--- src/rtl/mac_array_seq.sv ---
// mac_array_seq
//   Run sequencer for a row x col MAC array. An accepted start walks the
//   array through kernel load, a settle gap, input streaming and an output
//   drain, issuing weight/activation SRAM reads and output FIFO writes.
//
// Ports
//   clk, reset           rising-edge clock, asynchronous active-low reset
//   start, abort         run request (IDLE only) / synchronous cancel
//   exec_len             number of input vectors per run (0 is rejected)
//   mode_cfg,
//   data_mode_cfg        per-run array configuration, latched on start
//   valid_in             valid bus from the array; only the last column is used
//   inst_w               array instruction: [1] execute, [0] kernel load
//   mode, data_mode      latched configuration
//   w_rd_en/w_rd_addr    weight SRAM read port
//   x_rd_en/x_rd_addr    activation SRAM read port
//   o_wr_en              output FIFO write strobe
//   busy, done, err      run status; done and err are one-cycle pulses
//
// All outputs are registered, so o_wr_en follows the sampled valid_in by
// one cycle.
module mac_array_seq #(
  parameter int row     = 8,
  parameter int col     = 8,
  parameter int len_bw  = 8,
  parameter int addr_bw = 11
) (
  input  logic               clk,
  input  logic               reset,
  input  logic               start,
  input  logic               abort,
  input  logic [len_bw-1:0]  exec_len,
  input  logic               mode_cfg,
  input  logic               data_mode_cfg,
  input  logic [col-1:0]     valid_in,
  output logic [1:0]         inst_w,
  output logic               mode,
  output logic               data_mode,
  output logic               w_rd_en,
  output logic [addr_bw-1:0] w_rd_addr,
  output logic               x_rd_en,
  output logic [addr_bw-1:0] x_rd_addr,
  output logic               o_wr_en,
  output logic               busy,
  output logic               done,
  output logic               err
);

  // state    | meaning
  // st_idle  | waiting for start
  // st_kload | kernel load, one weight row per cycle
  // st_kgap  | let the load instruction reach the last row
  // st_exec  | stream exec_len activation vectors
  // st_drain | collect remaining outputs, watchdog running
  // st_done  | one-cycle completion
  localparam logic [2:0] st_idle  = 3'd0;
  localparam logic [2:0] st_kload = 3'd1;
  localparam logic [2:0] st_kgap  = 3'd2;
  localparam logic [2:0] st_exec  = 3'd3;
  localparam logic [2:0] st_drain = 3'd4;
  localparam logic [2:0] st_done  = 3'd5;

  localparam int to_cyc = row + col + 4;
  localparam int to_bw  = $clog2(to_cyc) + 1;
  localparam int tw     = (len_bw > to_bw) ? len_bw : to_bw;

  logic [2:0]        st;
  logic [tw-1:0]     tmr;
  logic [len_bw-1:0] len_q;
  logic [15:0]       vcnt;
  logic [15:0]       vcnt_nxt;
  logic              v_take;
  logic              drain_hit;
  logic              unused_valid;

  // Only the last column's valid marks a finished output vector.
  assign unused_valid = ^{1'b0, valid_in};

  // Outputs beyond the run length are neither counted nor written.
  always_comb begin
    v_take    = valid_in[col-1] && (vcnt < 16'(len_q));
    vcnt_nxt  = vcnt + 16'(v_take);
    drain_hit = (vcnt_nxt >= 16'(len_q));
  end

  always_ff @(posedge clk or negedge reset) begin
    if (!reset) begin
      st        <= st_idle;
      tmr       <= '0;
      len_q     <= '0;
      vcnt      <= '0;
      inst_w    <= 2'b00;
      mode      <= 1'b0;
      data_mode <= 1'b0;
      w_rd_en   <= 1'b0;
      w_rd_addr <= '0;
      x_rd_en   <= 1'b0;
      x_rd_addr <= '0;
      o_wr_en   <= 1'b0;
      busy      <= 1'b0;
      done      <= 1'b0;
      err       <= 1'b0;
    end else begin
      done    <= 1'b0;
      err     <= 1'b0;
      o_wr_en <= 1'b0;
      if (st != st_idle && abort) begin
        st        <= st_idle;
        inst_w    <= 2'b00;
        w_rd_en   <= 1'b0;
        w_rd_addr <= '0;
        x_rd_en   <= 1'b0;
        x_rd_addr <= '0;
        busy      <= 1'b0;
        err       <= 1'b1;
      end else begin
        case (st)
          st_idle: begin
            if (start && !abort) begin
              if (exec_len == '0) begin
                err <= 1'b1;
              end else begin
                st        <= st_kload;
                len_q     <= exec_len;
                mode      <= mode_cfg;
                data_mode <= data_mode_cfg;
                vcnt      <= '0;
                tmr       <= tw'(row - 1);
                inst_w    <= 2'b01;
                w_rd_en   <= 1'b1;
                w_rd_addr <= '0;
                busy      <= 1'b1;
              end
            end
          end
          st_kload: begin
            if (tmr == '0) begin
              st        <= st_kgap;
              inst_w    <= 2'b00;
              w_rd_en   <= 1'b0;
              w_rd_addr <= '0;
              // skewed delivery needs row cycles to reach the last row
              tmr       <= data_mode ? '0 : tw'(row - 1);
            end else begin
              tmr       <= tmr - tw'(1);
              w_rd_addr <= w_rd_addr + addr_bw'(1);
            end
          end
          st_kgap: begin
            if (tmr == '0) begin
              st        <= st_exec;
              inst_w    <= 2'b10;
              x_rd_en   <= 1'b1;
              x_rd_addr <= '0;
              tmr       <= tw'(len_q) - tw'(1);
            end else begin
              tmr <= tmr - tw'(1);
            end
          end
          st_exec: begin
            vcnt    <= vcnt_nxt;
            o_wr_en <= v_take;
            if (tmr == '0) begin
              st        <= st_drain;
              inst_w    <= 2'b00;
              x_rd_en   <= 1'b0;
              x_rd_addr <= '0;
              tmr       <= tw'(to_cyc - 1);
            end else begin
              tmr       <= tmr - tw'(1);
              x_rd_addr <= x_rd_addr + addr_bw'(1);
            end
          end
          st_drain: begin
            vcnt    <= vcnt_nxt;
            o_wr_en <= v_take;
            if (drain_hit) begin
              st   <= st_done;
              done <= 1'b1;
            end else if (valid_in[col-1]) begin
              tmr <= tw'(to_cyc - 1);
            end else if (tmr == '0) begin
              st   <= st_done;
              done <= 1'b1;
              err  <= 1'b1;
            end else begin
              tmr <= tmr - tw'(1);
            end
          end
          st_done: begin
            st   <= st_idle;
            busy <= 1'b0;
          end
          default: begin
            st   <= st_idle;
            busy <= 1'b0;
          end
        endcase
      end
    end
  end

endmodule

--- config.mk ---
export PLATFORM = sky130hd
export DESIGN_NAME = mac_array_seq
export DESIGN_NICKNAME = d
export VERILOG_FILES = /design/src/rtl/mac_array_seq.sv
export SDC_FILE = /design/constraint.sdc
export NUM_CORES = 1
export LEC_CHECK = 0
export CAP_MARGIN = 0
export CORE_ASPECT_RATIO = 0.7
export CORE_MARGIN = 5
export CORE_UTILIZATION = 40
export DETAILED_ROUTE_END_ITERATION = 8
export GPL_TIMING_DRIVEN = 0
export HOLD_SLACK_MARGIN = 0.02
export SETUP_SLACK_MARGIN = 0.05
export SLEW_MARGIN = 20
export SYNTH_ARGS = -nofsm -noshare
export SYNTH_HDL_FRONTEND = slang
export SYNTH_SLANG_ARGS = --single-unit
--- constraint.sdc ---
create_clock -name clk -period 6.8 [get_ports clk]
set_input_delay 1.02 -clock clk [delete_from_list [all_inputs] [get_ports clk]]
set_output_delay 1.02 -clock clk [all_outputs]
set_load 0.05 [all_outputs]
==> impl_results.md <==
* Synth-to-Final Area Change at 23.4%
* NumNets Final at 590
* Most used cell, CP: a21o_1
* Most frequent cells in the layout: dfrtp_1, nor2_1, o21ai_0, clkdlybuf4s50_1, nand2_1
* GR Layer Usage met2 at 0.250
* Vias/cell at 5.57
* CP startpoint: len_q[1]
* Syn Nets at 532
* Mapped Cells at ~490
* RSZ-0062 raised after global routing: no
* Hold Path Class: reg2reg
* Global routing's busiest layer: met1
* Buffers and inverters on the worst path at 3
* Period utilisation layout at 0.785
* H-tree levels at 3
* Clock sinks at 67
* Hold Path Depth at 1
* Total power at between 1 and 1.5 mW
* Count of final setup violators at 0
* Yosys warnings at 0
* CP Depth at 21
* Routed WL at 11,200 um
* Cell count after placement at 667
* Critical Path, Cell by Cell: inv_1, ha_1, a21o_1, a21o_1, a21o_1, a21o_1, a21o_1, a31oi_1, ha_1, clkbuf_1, and4_2, nand3_1, xnor2_1, ha_1, nand2_1, nor4_1, or4_4, or3_4, a31o_1, buf_6, mux2_4
* Largest delay contributor family on the critical path: simple AND/OR/NAND/NOR gates
* DRC violation count after routing at 0
* Tot GR Track Use at 0.178
* #FFs+latches synth at between 60 and 70
* Setup bufs post-CTS at 0
* Place WS at between 1 and 1.5 ns
* Per-cell routed wire length at 16.4 um
* Share of cells above drive strength 1 at 0.0907
* 1st-pass router iterations at 5
* R2r startpoint: len_q[1]
* Clock root buffer: clkbuf_16
* IO Pins at 54
* WS Path Type: reg2reg
* Post-synthesis sequential area ratio at 0.388
* DIE AREA at 13,000 um^2
* Commonest non-fill, non-tap cell in the layout: dfrtp_1
* Worst path arrival time at about 5.6 ns
* Met1 Use GR at 0.276
* Max-slew violations at 0
* Critical Path Start Type: register
* DR iter-0 viols at 303
* First-pass GRT wire length at between 15,000 and 20,000 um
* Synthesized area per cell at roughly 9 um^2
* CP Capture Type: register
* Final min period at approximately 5.3 ns
* DP HPWL at 8280 um
* Hold_buf cts at 0
* Max incr delay on CP at 0.54 ns
* Final setup skew at 0.00771 ns
* Width of the die at 134 um
* Register-to-Register Path Depth at 21
* Initial core utilization at 0.414
* Die Y at approximately 97 um
* Max-slew headroom at 0.444
* # diodes at 0
* EDFF count, synth at 0
* Max stage delay cell, worst path: or4_4
* Grt ovf at 0
* Largest net degree at the start of global routing at 46
* Min-delay src: mode
* Async SR Flop Fraction at 1.00
* Detailed-route via count at between 3k and 4k
* CTS max path bufs at 2
* Total of max-cap violations at 0
* LEAKAGE at between 2 and 2.5 nW
* CP Data Required Time at around 7.0 ns
* Met3 usage at 0.0394
* Top fanout value on the critical path at 9
* IO buf count at 46
* Antenna-violating nets left at 0
* Yosys cell types at 59
* CTS tree: done
* Status: finished, final reports clean
* RePlAce Congestion at 0.891
* Site Rows at 31
* Slew at the pin with the worst max-slew slack at 0.834 ns
* Vias in the first global route at about 3.7k
* TritonCTS Buffers at 9
* Pwr per Cell Area at approximately 250 nW/um^2
* Cts repair resizes at 0
* Post-synth top flop: dfrtp_1
* Initial antenna violation count at 0
* Setup TNS at 0 ns
* Synth Cell Area at between 4000 and 5000 um^2
* Core area at 10,400 um^2
* F_max at 0.187 GHz
* Setup WS post-layout at around 1.5 ns
* Worst ir drop on vdd at 0.207 mV
* Clock-pin slew on the worst setup and hold paths at around 0.050 ns
* Hold Violations, Final at 0
* Finished Layout Cells at just under 700
* Worst skew pair latency at 0.34 ns
## metal layers
| layer | wire length (um) | up-vias |
|---|---|---|
| met5 | 0 | - |
| met3 | 724 | 8 |
| met1 | 5820 | 1804 |
| met2 | 4550 | 121 |
| li1 | - | 1873 |
| met4 | 79 | 0 |
## cell usage after synthesis, types with 4 or more instances
library cell   n  area share
dfrtp_1       67        0.39
nor2_1        48       0.042
o21ai_0       48       0.056
nand2_1       38       0.033
a21oi_1       26       0.030
nand3_1       26       0.030
inv_1         23       0.020
ha_1          22       0.064
xnor2_1       21       0.043
clkbuf_1      17       0.015
nor3_1        12       0.014
mux2_2        11       0.029
xor2_1        11       0.022
nand4_1       10       0.014
o22ai_1        8       0.012
a21o_1         7       0.012
o31ai_1        7       0.012
or3_1          6      0.0087
and3_1         5      0.0072
mux2_4         5       0.017
nand2b_1       5      0.0072
o21a_1         5      0.0087
a31oi_1        4      0.0058
mux2i_1        4      0.0093
nor4_1         4      0.0058
## cell type report
type	count	area [um^2]
Fill cell	985	5110
Multi-Input combinational cell	374	2450
Sequential cell	67	1680
Timing Repair Buffer	47	485
Clock buffer	11	253
Tap cell	132	165
Clock inverter	5	108
Buffer	23	100
Inverter	24	90.1
## sequential cells by signal, indices dropped and copies added (netlist names), 2 cells and up
name       count
x_rd_addr     11
len_q          8
tmr            8
st             3
vcnt          16
inst_w         2
w_rd_addr     11
## power breakdown
group	internal (mW)	switching (mW)
registers	0.433	0.0378
logic	0.120	0.187
clock network	0.380	0.180
total	0.933	0.405
## logic make-up (layout without fill, tap and decap cells)
kind of cell | count (synthesis) | count (layout) | share of synthesized area
and+or+nand+nor | 174 | 174 | 0.206
AOI/OAI and AO/OA | 126 | 126 | 0.177
DFF | 67 | 67 | 0.388
buffers and inverters | 47 | 110 | 0.0441
xor gates and xnor gates | 32 | 32 | 0.0649
adders and majority gates | 22 | 22 | 0.0638
muxes | 20 | 20 | 0.0554
## path summary, 6_finish.rpt
kind	end	slack, ns
worst min register to register	mode	0.51
worst min-delay path	mode	0.51
worst max register to register	tmr[6]	1.46
min in group asynchronous	tmr[6]	0.59
worst max-delay path	tmr[6]	1.46
max in group asynchronous	st[2]	5.68
## stage by stage
step / hold WS (ns) / area [um^2] / utilization
after detailed placement: 0.497 / 4970 / 0.476
after CTS: 0.510 / 5330 / 0.511
after global placement: 0.498 / 4940 / 0.474
final: 0.506 / 5330 / 0.511
after global routing: 0.544 / 5330 / 0.511
after floorplan: 0.497 / 4320 / -
(Power assumes the default switching activity.)
